[src/rtl/divisor_pkg.sv]
// divisor_pkg: constants shared by the divider request issuer and its FIFOs.
package divisor_pkg;
  localparam logic DIV0_COC_BIT = 1'b1;
  localparam logic DIV0_RES_BIT = 1'b0;
endpackage

[src/rtl/divisor_fifo.sv]
// divisor_fifo: synchronous first-word-fall-through FIFO with occupancy count.
module divisor_fifo
  import divisor_pkg::*;
#(
  parameter int WIDTH = 1,
  parameter int DEPTH = 4
) (
  input  logic                         clk,
  input  logic                         rst,
  input  logic                         push,
  input  logic                         pop,
  input  logic [WIDTH-1:0]             din,
  output logic [WIDTH-1:0]             dout,
  output logic                         full,
  output logic                         empty,
  output logic [$clog2(DEPTH+1)-1:0]   count
);
  localparam int AW = $clog2(DEPTH);
  localparam int CW = $clog2(DEPTH+1);
  logic [WIDTH-1:0] r_mem [DEPTH];
  logic [AW-1:0]    r_wr;
  logic [AW-1:0]    r_rd;
  logic [CW-1:0]    r_count;
  logic             w_push;
  logic             w_pop;
  assign w_push = push && !full;
  assign w_pop  = pop && !empty;
  assign full   = r_count == CW'(DEPTH);
  assign empty  = r_count == '0;
  assign count  = r_count;
  assign dout   = r_mem[r_rd];
  always_ff @(posedge clk) begin
    if (rst) begin
      r_wr    <= '0;
      r_rd    <= '0;
      r_count <= '0;
    end else begin
      if (w_push) begin
        r_mem[r_wr] <= din;
        r_wr        <= r_wr + AW'(1);
      end
      if (w_pop) r_rd <= r_rd + AW'(1);
      r_count <= r_count + CW'(w_push) - CW'(w_pop);
    end
  end
endmodule

[src/rtl/divisor_issuer.sv]
// divisor_issuer: issues operand pairs to the divider and returns results in order,
// with credit flow control so every DONE always has a free result slot.
module divisor_issuer
  import divisor_pkg::*;
#(
  parameter int SIZE      = 8,
  parameter int DEPTH     = 4,
  parameter bit PIPELINED = 1'b1
) (
  input  logic            clk,
  input  logic            rst,
  input  logic            in_valid,
  output logic            in_ready,
  input  logic [SIZE-1:0] in_num,
  input  logic [SIZE-1:0] in_den,
  output logic            div_start,
  output logic [SIZE-1:0] div_num,
  output logic [SIZE-1:0] div_den,
  input  logic            div_done,
  input  logic [SIZE-1:0] div_coc,
  input  logic [SIZE-1:0] div_res,
  output logic            out_valid,
  input  logic            out_ready,
  output logic [SIZE-1:0] out_coc,
  output logic [SIZE-1:0] out_res,
  output logic            out_div0,
  output logic            busy,
  output logic            err_unexpected
);
  localparam int CW = $clog2(DEPTH+1);
  localparam logic [CW:0] LIM = (CW+1)'(DEPTH);
  typedef struct packed {
    logic [SIZE-1:0] coc;
    logic [SIZE-1:0] res;
    logic            div0;
  } divisor_result_t;
  logic [CW-1:0]   r_out;
  logic            r_start;
  logic [SIZE-1:0] r_num;
  logic [SIZE-1:0] r_den;
  logic            r_err;
  logic            w_acc;
  logic            w_done;
  logic            w_pop;
  logic            w_flag;
  logic            w_ffull;
  logic            w_fempty;
  logic [CW-1:0]   w_fcount;
  logic            w_rpush;
  logic            w_rfull;
  logic            w_rempty;
  logic [CW-1:0]   w_rcount;
  logic [CW:0]     w_used;
  logic            w_unused_fifo;
  divisor_result_t w_rdin;
  divisor_result_t w_head;
  assign w_used   = {1'b0, r_out} + {1'b0, w_rcount};
  // credits = DEPTH - outstanding - buffered; non-pipelined dividers also need a fully idle issuer
  assign in_ready = !rst && (w_used < LIM) && (PIPELINED || (r_out == '0 && w_rcount == '0));
  assign w_acc    = in_valid && in_ready;
  assign w_done   = div_done && r_out != '0;
  assign w_rpush  = w_done;
  assign w_pop    = out_valid && out_ready;
  assign w_rdin   = w_flag ? {{SIZE{DIV0_COC_BIT}}, {SIZE{DIV0_RES_BIT}}, 1'b1}
                           : {div_coc, div_res, 1'b0};
  assign w_unused_fifo = ^{w_ffull, w_fempty, w_fcount, w_rfull};
  divisor_fifo #(.WIDTH(1), .DEPTH(DEPTH)) u_flag (
    .clk   (clk),
    .rst   (rst),
    .push  (w_acc),
    .pop   (w_done),
    .din   (in_den == '0),
    .dout  (w_flag),
    .full  (w_ffull),
    .empty (w_fempty),
    .count (w_fcount)
  );
  divisor_fifo #(.WIDTH($bits(divisor_result_t)), .DEPTH(DEPTH)) u_res (
    .clk   (clk),
    .rst   (rst),
    .push  (w_rpush),
    .pop   (w_pop),
    .din   (w_rdin),
    .dout  (w_head),
    .full  (w_rfull),
    .empty (w_rempty),
    .count (w_rcount)
  );
  always_ff @(posedge clk) begin
    if (rst) begin
      r_out   <= '0;
      r_start <= 1'b0;
      r_num   <= '0;
      r_den   <= '0;
      r_err   <= 1'b0;
    end else begin
      r_start <= w_acc;
      if (w_acc) begin
        r_num <= in_num;
        r_den <= in_den;
      end
      r_out <= r_out + CW'(w_acc) - CW'(w_done);
      if (div_done && r_out == '0) r_err <= 1'b1;
    end
  end
  assign div_start      = r_start;
  assign div_num        = r_num;
  assign div_den        = r_den;
  assign out_valid      = !w_rempty;
  assign out_coc        = out_valid ? w_head.coc : '0;
  assign out_res        = out_valid ? w_head.res : '0;
  assign out_div0       = out_valid && w_head.div0;
  assign busy           = r_out != '0 || out_valid;
  assign err_unexpected = r_err;
endmodule

[config.mk]
export PLATFORM = sky130hd
export DESIGN_NAME = divisor_issuer
export DESIGN_NICKNAME = d
export VERILOG_FILES = /design/src/rtl/divisor_pkg.sv /design/src/rtl/divisor_fifo.sv /design/src/rtl/divisor_issuer.sv
export SDC_FILE = /design/constraint.sdc
export NUM_CORES = 1
export LEC_CHECK = 0
export BUFFER_PORTS_ARGS = -buffer_cell sky130_fd_sc_hd__buf_2
export CAP_MARGIN = 20
export CORE_MARGIN = 8
export CORE_UTILIZATION = 30
export DETAILED_ROUTE_END_ITERATION = 6
export PLACE_DENSITY = 0.47
export SYNTH_ARGS = -nofsm -noshare
export SYNTH_HDL_FRONTEND = slang
export SYNTH_HIERARCHICAL = 1
export SYNTH_SLANG_ARGS = --single-unit
[constraint.sdc]
create_clock -name clk -period 7.49 [get_ports clk]
set_input_delay 0.749 -clock clk [delete_from_list [all_inputs] [get_ports clk]]
set_output_delay 0.749 -clock clk [all_outputs]
set_load 0.01 [all_outputs]
# After elaboration in Yosys (flattened, before gate mapping)
# Memories as Yosys holds them, arrays and structs flattened. A register that Yosys moved wholly into a read port is not among the register bits.
# Index checks and enable logic that the tools add are counted.
# op_classes
mux,13
order_cmp,1
n_addsub,11
n_eq_ne,2
n_reduce_logical,21
# op_table
op,n
$mux W17,1
$mux W8,2
$logic_and A1 B1 Y1,10
$add A3 B1 Y3,3
$logic_not A3 Y1,3
$sub A3 B1 Y3,3
$add A2 B1 Y2 const B,4
$logic_not A8 Y1,1
$mux W2,4
$eq A3 B3 Y1 const B,2
$mux W1,6
$logic_not A1 Y1,5
$add A3 B3 Y4,1
$lt A4 B3 Y1 const B,1
$reduce_bool A3 Y1,1
$logic_or A1 B1 Y1,1
# word_totals
n_memories,2
in_bits,37
ramBits,72
out_inout_bits,38
regBits,35
wordCells,61
# mem_list
name,words,word_bits,read_ports,rd_clocked_by_memory_dff,write_ports,line_no,source
u_res.r_mem,4,17,1,1,1,divisor_fifo.sv:20,logic [WIDTH-1:0] r_mem [DEPTH];
u_flag.r_mem,4,1,1,1,1,divisor_fifo.sv:20,

# Logic depth before layout (Yosys ltp)
# Gate-level depths: netlist of run 1.
# logic_depth
word_depth,8
ltp_mapped,13
ltp_nobuf,12

# Cells and area by module
# The synthesis of run 1 kept the hierarchy.
# by_module_without_submodules
module,cells_per_inst,area_each_um2,seq_area_each_um2,n_inst
divisor_fifo (u_res),140,2975.4,2222.1,1
divisor_issuer,125,1201.2,420.4,1
divisor_fifo (u_flag),56,630.6,300.3,1

# Worst setup path after synthesis of run 1
# OpenSTA, ideal clock, no wires.
# synth_timing
path_type,input-to-reg
from,input port div_done
to,memory u_res/r_mem[3][0] (netlist name) (enable)
cell_stages,4
required_time_ns,7.074
setup_ns,0.416
path_buffers,1
arrival_time_ns,2.557
path_slack_ns,4.517
path_cell_list,nor2b_1 > nand2b_1 > buf_4 > nor3b_1
# synth_between
elab_chain_cells,5
# synth_rtl
element,line_no,source
start: declaration,divisor_issuer.sv:19,"input logic div_done,"
$logic_and A1 B1 Y1,divisor_issuer.sv:61,assign w_done = div_done && r_out != '0;
$logic_and A1 B1 Y1,divisor_fifo.sv:26,assign w_push = push && !full;
$mux W1,divisor_fifo.sv:38,if (w_push) begin
$mux W1,divisor_fifo.sv:33,if (rst) begin
$mux W1 (not written as such),divisor_fifo.sv:39,r_mem[r_wr] <= din;
end: declaration,divisor_fifo.sv:20,
# No other way between the ends.

# Final worst setup path of run 1
# layout_timing
from,input port rst
to,register u_flag.r_count[2] (netlist: u_flag/count[2])
# layout_between
elab_chain_cells,6
# layout_rtl
element,line_no,source
start: declaration,divisor_issuer.sv:11,"input logic rst,"
$logic_not A1 Y1,divisor_issuer.sv:59,assign in_ready = !rst && (w_used < LIM) && (PIPELINED || (r_out == '0 && w_rcount == '0));
$logic_and A1 B1 Y1,divisor_issuer.sv:59,
$logic_and A1 B1 Y1,divisor_issuer.sv:60,assign w_acc = in_valid && in_ready;
via w_acc,divisor_issuer.sv:42,logic w_acc;
$logic_and A1 B1 Y1,divisor_fifo.sv:26,
$add A3 B1 Y3,divisor_fifo.sv:43,r_count <= r_count + CW'(w_push) - CW'(w_pop);
$sub A3 B1 Y3,divisor_fifo.sv:43,
end signal: assignment,divisor_fifo.sv:43,
end: declaration,divisor_fifo.sv:23,logic [CW-1:0] r_count;
# The timed path passes the listed nets, and every way through them passes these cells.
# A chain may end at the register's enable or synchronous reset.

==> flow_summary_export.csv, run 1 <==
group,metric,value,unit
outcome,status,"complete, no violations",
grt,grt_pass1_wl,15.4,mm
route,routedWlPerCell,15.0,um
sta,finalSetupTns,0,ps
layout,antenna_cells,0,
grt,antenna_found_initial,0,
setup_path,worstPathCellList,"buf_2, nor4_4, nand3_4, inv_1, nand2b_4, ha_1, inv_1, ha_1, fa_1, xnor2_1, xnor2_1, nor2_1",
synthesis,async_flop_share,0,%
layout,layout_common_cells,"buf_2, edfxtp_1, nor2b_1, dfxtp_1, inv_1",
pwr,sequentialPowerShare,43.0,%
grt,grt.busiest_layer,"met2",
cts,clockRootBuffer,"clkbuf_16",
cts,h-tree-depth,3,
layout,finalNetCount,455,
cts,clkLatencyLatePin,350,ps
floorplan,dieWidth,143,um
grt,grt_util_met2,16.0,%
cts,cts_tree,"built",
sta,timing.final.ws_setup,4260,ps
place,globalplace.congestion,0.668,
route,vias,2684,
route,viasPerCell,4.33,
synthesis,synth_edf_count,72,
cts,cts_setup_buffers,0,
flow_run,maxCapViolCount,0,
setup_path,rr_worst_depth,12,
layout,stdcell_area,0.00576,mm2
layout,fillers,1571,
layout,multiInputGateArea,0.00173,mm2
synthesis,yosysSeqAreaShare,61.2,%
pwr,swShare,30.0,%
synthesis,yosysTopAreaCell,"edfxtp_1",
setup_path,end_kind,"flip-flop",
grt,grt_start_max_net_pins,49,
synthesis,synthFlopType,"edfxtp_1",
sta,finalHoldViolCount,0,
synthesis,syn_nets,377,
layout,final_common_cell,"buf_2",
route,firstDrtPassIters,4,
setup_path,max_stage_delay,450,ps
synthesis,postSynthAreaPerCell,15.0,um2
floorplan,die-area,0.0203,mm2
setup_path,required,7690,ps
cts,hold_buffers,0,
floorplan,io_pins,75,
pwr,pwr-share-comb,29.1,%
layout,fin_cells,620,
sta,rsz0062_at_grt,"false",
layout,post_route_cells_drive_above_1_share,34.9,%
pwr,powerDensity,322,mW/mm2
hold_path,hp-class,"reg2reg",
cts,clock_sinks,111,
grt,grt_pass1_vias,2966,
sta,slew_viol_final,0,
route,antenna_left,0,
pwr,power.leakage,2.22,nW
route,drt_iter0_markers,164,
cts,clkTransAtPathRegs,70,ps
sta,fin_crit,3230,ps
cts,ctsResizeCount,0,
setup_path,startpoint_type,"input port",
grt,use_met3,3.92,%
grt,grt_overflow,0,
synthesis,synth_top_area_share,45.0,%
setup_path,cpMaxStageDelayCell,"nor4_4",
synthesis,yosysWarningCount,6,
setup_path,crit_fanout,48,
setup_path,critical_path.top_delay_family,"simple AND/OR/NAND/NOR gates",
pwr,clock_power_share,27.8,%
layout,fin_util,36.5,%
synthesis,ys_ff_latch,111,
place,dp_slack,3840,ps
sta,clock.fmax,0.310,GHz
sta,post-route-period-util,43.1,%
layout,area_growth,19.8,%
sta,finalClockSkew,9.71,ps
route,drt-total-wl,9.31,mm
grt,grt.met1_usage,11.8,%
pwr,switching_power,556,uW
setup_path,worstPathArrival,3430,ps
setup_path,cp.depth,12,
synthesis,synth_area_leaders,"edfxtp_1, dfxtp_1, nor2b_1",
floorplan,rows,46,
route,remaining_drc_errors,0,
place,post_dp_cell_area,0.00543,mm2
grt,grt_usage,9.97,%
setup_path,worstSetupPathType,"in2reg",
synthesis,synth_cell_type_count,38,
synthesis,postSynthCellCount,321,
pwr,vdd_ir_drop_max,0.148,mV
cts,cts_buffer_depth,2,
hold_path,hold_depth,2,
sta,worstMarginPinSlew,891,ps
place,post-place-cells,604,
pwr,power,1.85,mW
sta,relSlewSlack,40.6,%
setup_path,critPathBufInv,3,
cts,cts_made_buffers,9,
sta,setup_violations,0,
layout,seq_area,0.00294,mm2
pwr,p_int,1.30,mW
floorplan,dieHeight,143,um
sta,whs,480,ps
floorplan,core_area,0.0158,mm2
synthesis,syn-cell-area,0.00481,mm2
place,dp_hpwl,6.21,mm
place,portBuffers,74,
floorplan,initial_utilization,30.5,%
routing by layer:
layer / vias to the layer above / share of wire [%]
met2: 66 / 47
met3: 6 / 5.9
met5: - / 0
li1: 1311 / -
met4: 0 / 0.70
met1: 1301 / 46
logic make-up (layout without fill, tap and decap cells):
logic type,after synthesis,after routing,synth area share [%]
mux,34,34,13.2
simple gates,102,102,13.8
buf+inv,33,116,3.36
flops,111,111,61.2
compound gates,15,15,1.72
xor+xnor,7,7,1.28
fa+ha+maj,19,19,5.41
area by class of cell:
class                      instances  area share (%)
clock buffer                       9            3.91
clock inverter                     7            1.74
inverter                          20            1.30
multi-input combinational        177            30.0
sequential                       111            51.1
tap                              216            4.69
timing repair buffer              80            7.22
path summary, 6_finish.rpt:
path | startpoint | slack, ps | endpoint
worst max-delay path | rst | 4260 | u_flag/count[2]$_SDFF_PP0_
worst min-delay path | err_unexpected$_SDFFE_PP0P_ | 480 | err_unexpected$_SDFFE_PP0P_
worst max register to register | u_res/count[2]$_SDFF_PP0_ | 4500 | u_flag/count[2]$_SDFF_PP0_
worst min register to register | err_unexpected$_SDFFE_PP0P_ | 480 | err_unexpected$_SDFFE_PP0P_
registers in the layout, summed over array words and instances (netlist names), named ones only:
register and count:
div_num 8, u_res/r_rd 2, err_unexpected 1, u_flag/count 3
r_out 3, div_den 8, u_res/r_wr 2, u_res/count 3
div_start 1, u_flag/r_rd 2, u_res/r_mem 68, u_flag/r_wr 2
u_flag/r_mem 4
power by group through the flow:
stage	combinational, mW	sequential (mW)	clock (mW)
CTS	0.560	0.798	0.533
finish	0.539	0.797	0.515
detailed placement	0.559	0.810	0
global route	0.616	0.807	0.555
floorplan	0.373	0.809	0
global placement	0.550	0.808	0
Yosys cell counts (all sizes together), types with 4 or more instances:
cell type	count
dfxtp	39
nor2b	48
clkbuf	7
or3	4
edfxtp	72
nand2b	5
xnor2	4
nor2	11
nor3	4
o21ai	6
nor3b	10
buf	6
mux4	18
ha	16
inv	20
mux2	15
a21oi	6
or2	8
worst reg2reg max path, cell delays in order (launching register included):
cell and delay, ps:
dfxtp_1 450, ha_1 310, nor4_4 230, nand3_4 310, inv_1 220, nand2b_4 90
ha_1 270, inv_1 40, ha_1 190, fa_1 380, xnor2_1 170, xnor2_1 140
nor2_1 50
(Power assumes the default switching activity.)
==> run 2: changes to the inputs <==
ABC_AREA = 1   (was default)
PLACE_DENSITY = 0.48   (was 0.47)
clock period = 2.7 ns   (was 7.49 ns; I/O delays follow)
==> run 2 against run 1 <==
Compared with the run above: first-iteration DRC count increased by 3.0%; worst hold slack got worse by 310 ps; combinational power increased to 3.4 times the previous value; core utilization fell by 0.94 points; global-route usage rose by 0.35 points; count of clock-buffer cells in the layout unchanged; critical path depth down 1; synthesized area grew 7.1%.
==> flow_summary_export.csv, run 2 <==
group,metric,value,unit
flow_run,maxCapViolCount,0,
floorplan,rows,48,
route,antenna_left,0,
layout,area_growth,17.8,%
place,dp_hpwl,7.56,mm
setup_path,cpMostUsedCell,"ha_1",
pwr,power,5.35,mW
sta,rsz0062_at_grt,"false",
layout,largest_reg_flops,68,
grt,grt_overflow,0,
grt,grt_pass1_wl,18.0,mm
sta,clock.fmax,0.427,GHz
synthesis,syn-cell-area,0.00515,mm2
cts,clkLatencyLatePin,350,ps
setup_path,cpMaxStageDelayCell,"dfxtp_1",
layout,antenna_cells,0,
setup_path,end_kind,"flip-flop",
route,routedWlPerCell,12.6,um
synthesis,syn_nets,607,
sta,finalSetupTns,0,ps
floorplan,die-area,0.0216,mm2
cts,clkTransAtPathRegs,80,ps
sta,slew_viol_final,0,
cts,clock_sinks,111,
synthesis,postSynthCellCount,551,
setup_path,worstSetupPathType,"reg2reg",
route,viasPerCell,4.25,
floorplan,dieWidth,147,um
cts,cts_tree,"built",
route,drt-total-wl,10.9,mm
floorplan,io_pins,75,
sta,relSlewSlack,62.6,%
grt,antenna_found_initial,0,
layout,fin_util,35.6,%
cts,h-tree-depth,3,
floorplan,initial_utilization,30.2,%
sta,fin_crit,2340,ps
route,firstDrtPassIters,4,
grt,grt_usage,10.3,%
setup_path,worstPathCellList,"ha_1, nor2_4, nand4_4, inv_1, nand2_1, ha_1, inv_1, ha_1, fa_1, a21oi_1, nor2_1",
cts,ctsResizeCount,0,
sta,worstMarginPinSlew,561,ps
cts,cts_setup_buffers,0,
floorplan,core_area,0.0171,mm2
route,remaining_drc_errors,0,
synthesis,postSynthAreaPerCell,9.34,um2
setup_path,worstPathArrival,2590,ps
grt,grt_pass1_vias,3614,
synthesis,yosysWarningCount,6,
setup_path,startpoint_type,"flip-flop",
outcome,status,"complete, no violations",
layout,layout_common_cells,"inv_1, nor2_1, buf_2, edfxtp_1, nand2_1",
route,vias,3669,
cts,clockRootBuffer,"clkbuf_16",
layout,finalNetCount,689,
layout,final_common_cell,"inv_1",
layout,max_flop_register,"u_res/r_mem",
grt,grt_start_max_net_pins,35,
sta,finalHoldViolCount,0,
cts,cts_buffer_depth,2,
cts,cts_made_buffers,9,
sta,finalClockSkew,10.0,ps
floorplan,dieHeight,147,um
setup_path,max_stage_delay,400,ps
layout,post_route_cells_drive_above_1_share,22.1,%
route,drt_iter0_markers,169,
setup_path,crit_fanout,6,
sta,setup_violations,0,
place,portBuffers,74,
pwr,power.leakage,2.74,nW
cts,hold_buffers,0,
hold_path,hp-class,"in2reg",
pwr,vdd_ir_drop_max,0.364,mV
place,globalplace.congestion,0.719,
pwr,powerDensity,883,mW/mm2
setup_path,required,2950,ps
sta,post-route-period-util,86.7,%
[run 2: final timing paths]
path                                       to                         from  slack, ps  cells past startpoint
setup / recovery   u_flag/count[2]$_SDFF_PP0_    u_res/count[2]$_SDFF_PP0_        360                     11
hold / removal    err_unexpected$_SDFFE_PP0P_                     div_done        170                      3
setup reg to reg   u_flag/count[2]$_SDFF_PP0_    u_res/count[2]$_SDFF_PP0_        360                     11
hold reg to reg   err_unexpected$_SDFFE_PP0P_  err_unexpected$_SDFFE_PP0P_        460                      2
[run 2: where the power goes]
group	total [mW]	switching (mW)	internal (mW)
Sequential	2.24	0.148	2.09
Clock	1.31	0.652	0.653
Combinational	1.81	1.15	0.660
Total	5.35	1.95	3.40
[run 2: layer usage]
metal	up-vias	GRT usage [%]	part of all wire, %
met3	9	4.24	7.2
li1	1899	-	-
met4	0	2.60	0.82
met2	88	17.0	47
met5	-	0	0
met1	1673	12.3	45
[run 2: metrics by stage]
step	hold slack, ps	area [um2]	worst slack [ps]	std cells
after global placement	443	5760	431	847
final	170	6070	360	863
after CTS	152	6070	346	863
after detailed placement	444	5760	352	847
after global routing	171	6070	186	863
after floorplan	339	5150	304	551
[run 2: worst max-delay path, delay by kind of cell (launching register included)]
| family | cells | cell delay (ps) |
|---|---|---|
| AOI/OAI and AO/OA | 1 | 120 |
| DFF | 1 | 400 |
| and+or+nand+nor | 4 | 390 |
| buffers and inverters | 2 | 210 |
| adders and majority gates | 4 | 1130 |
[run 2: area by class of cell]
class	instances	area (um2)
clock buffers	9	225
fillers	1791	11000
flip-flops and latches	111	2940
multi-input cells	301	1600
repair buffers	88	475
well taps	225	282
clock inverters	7	76.3
inverters	122	460
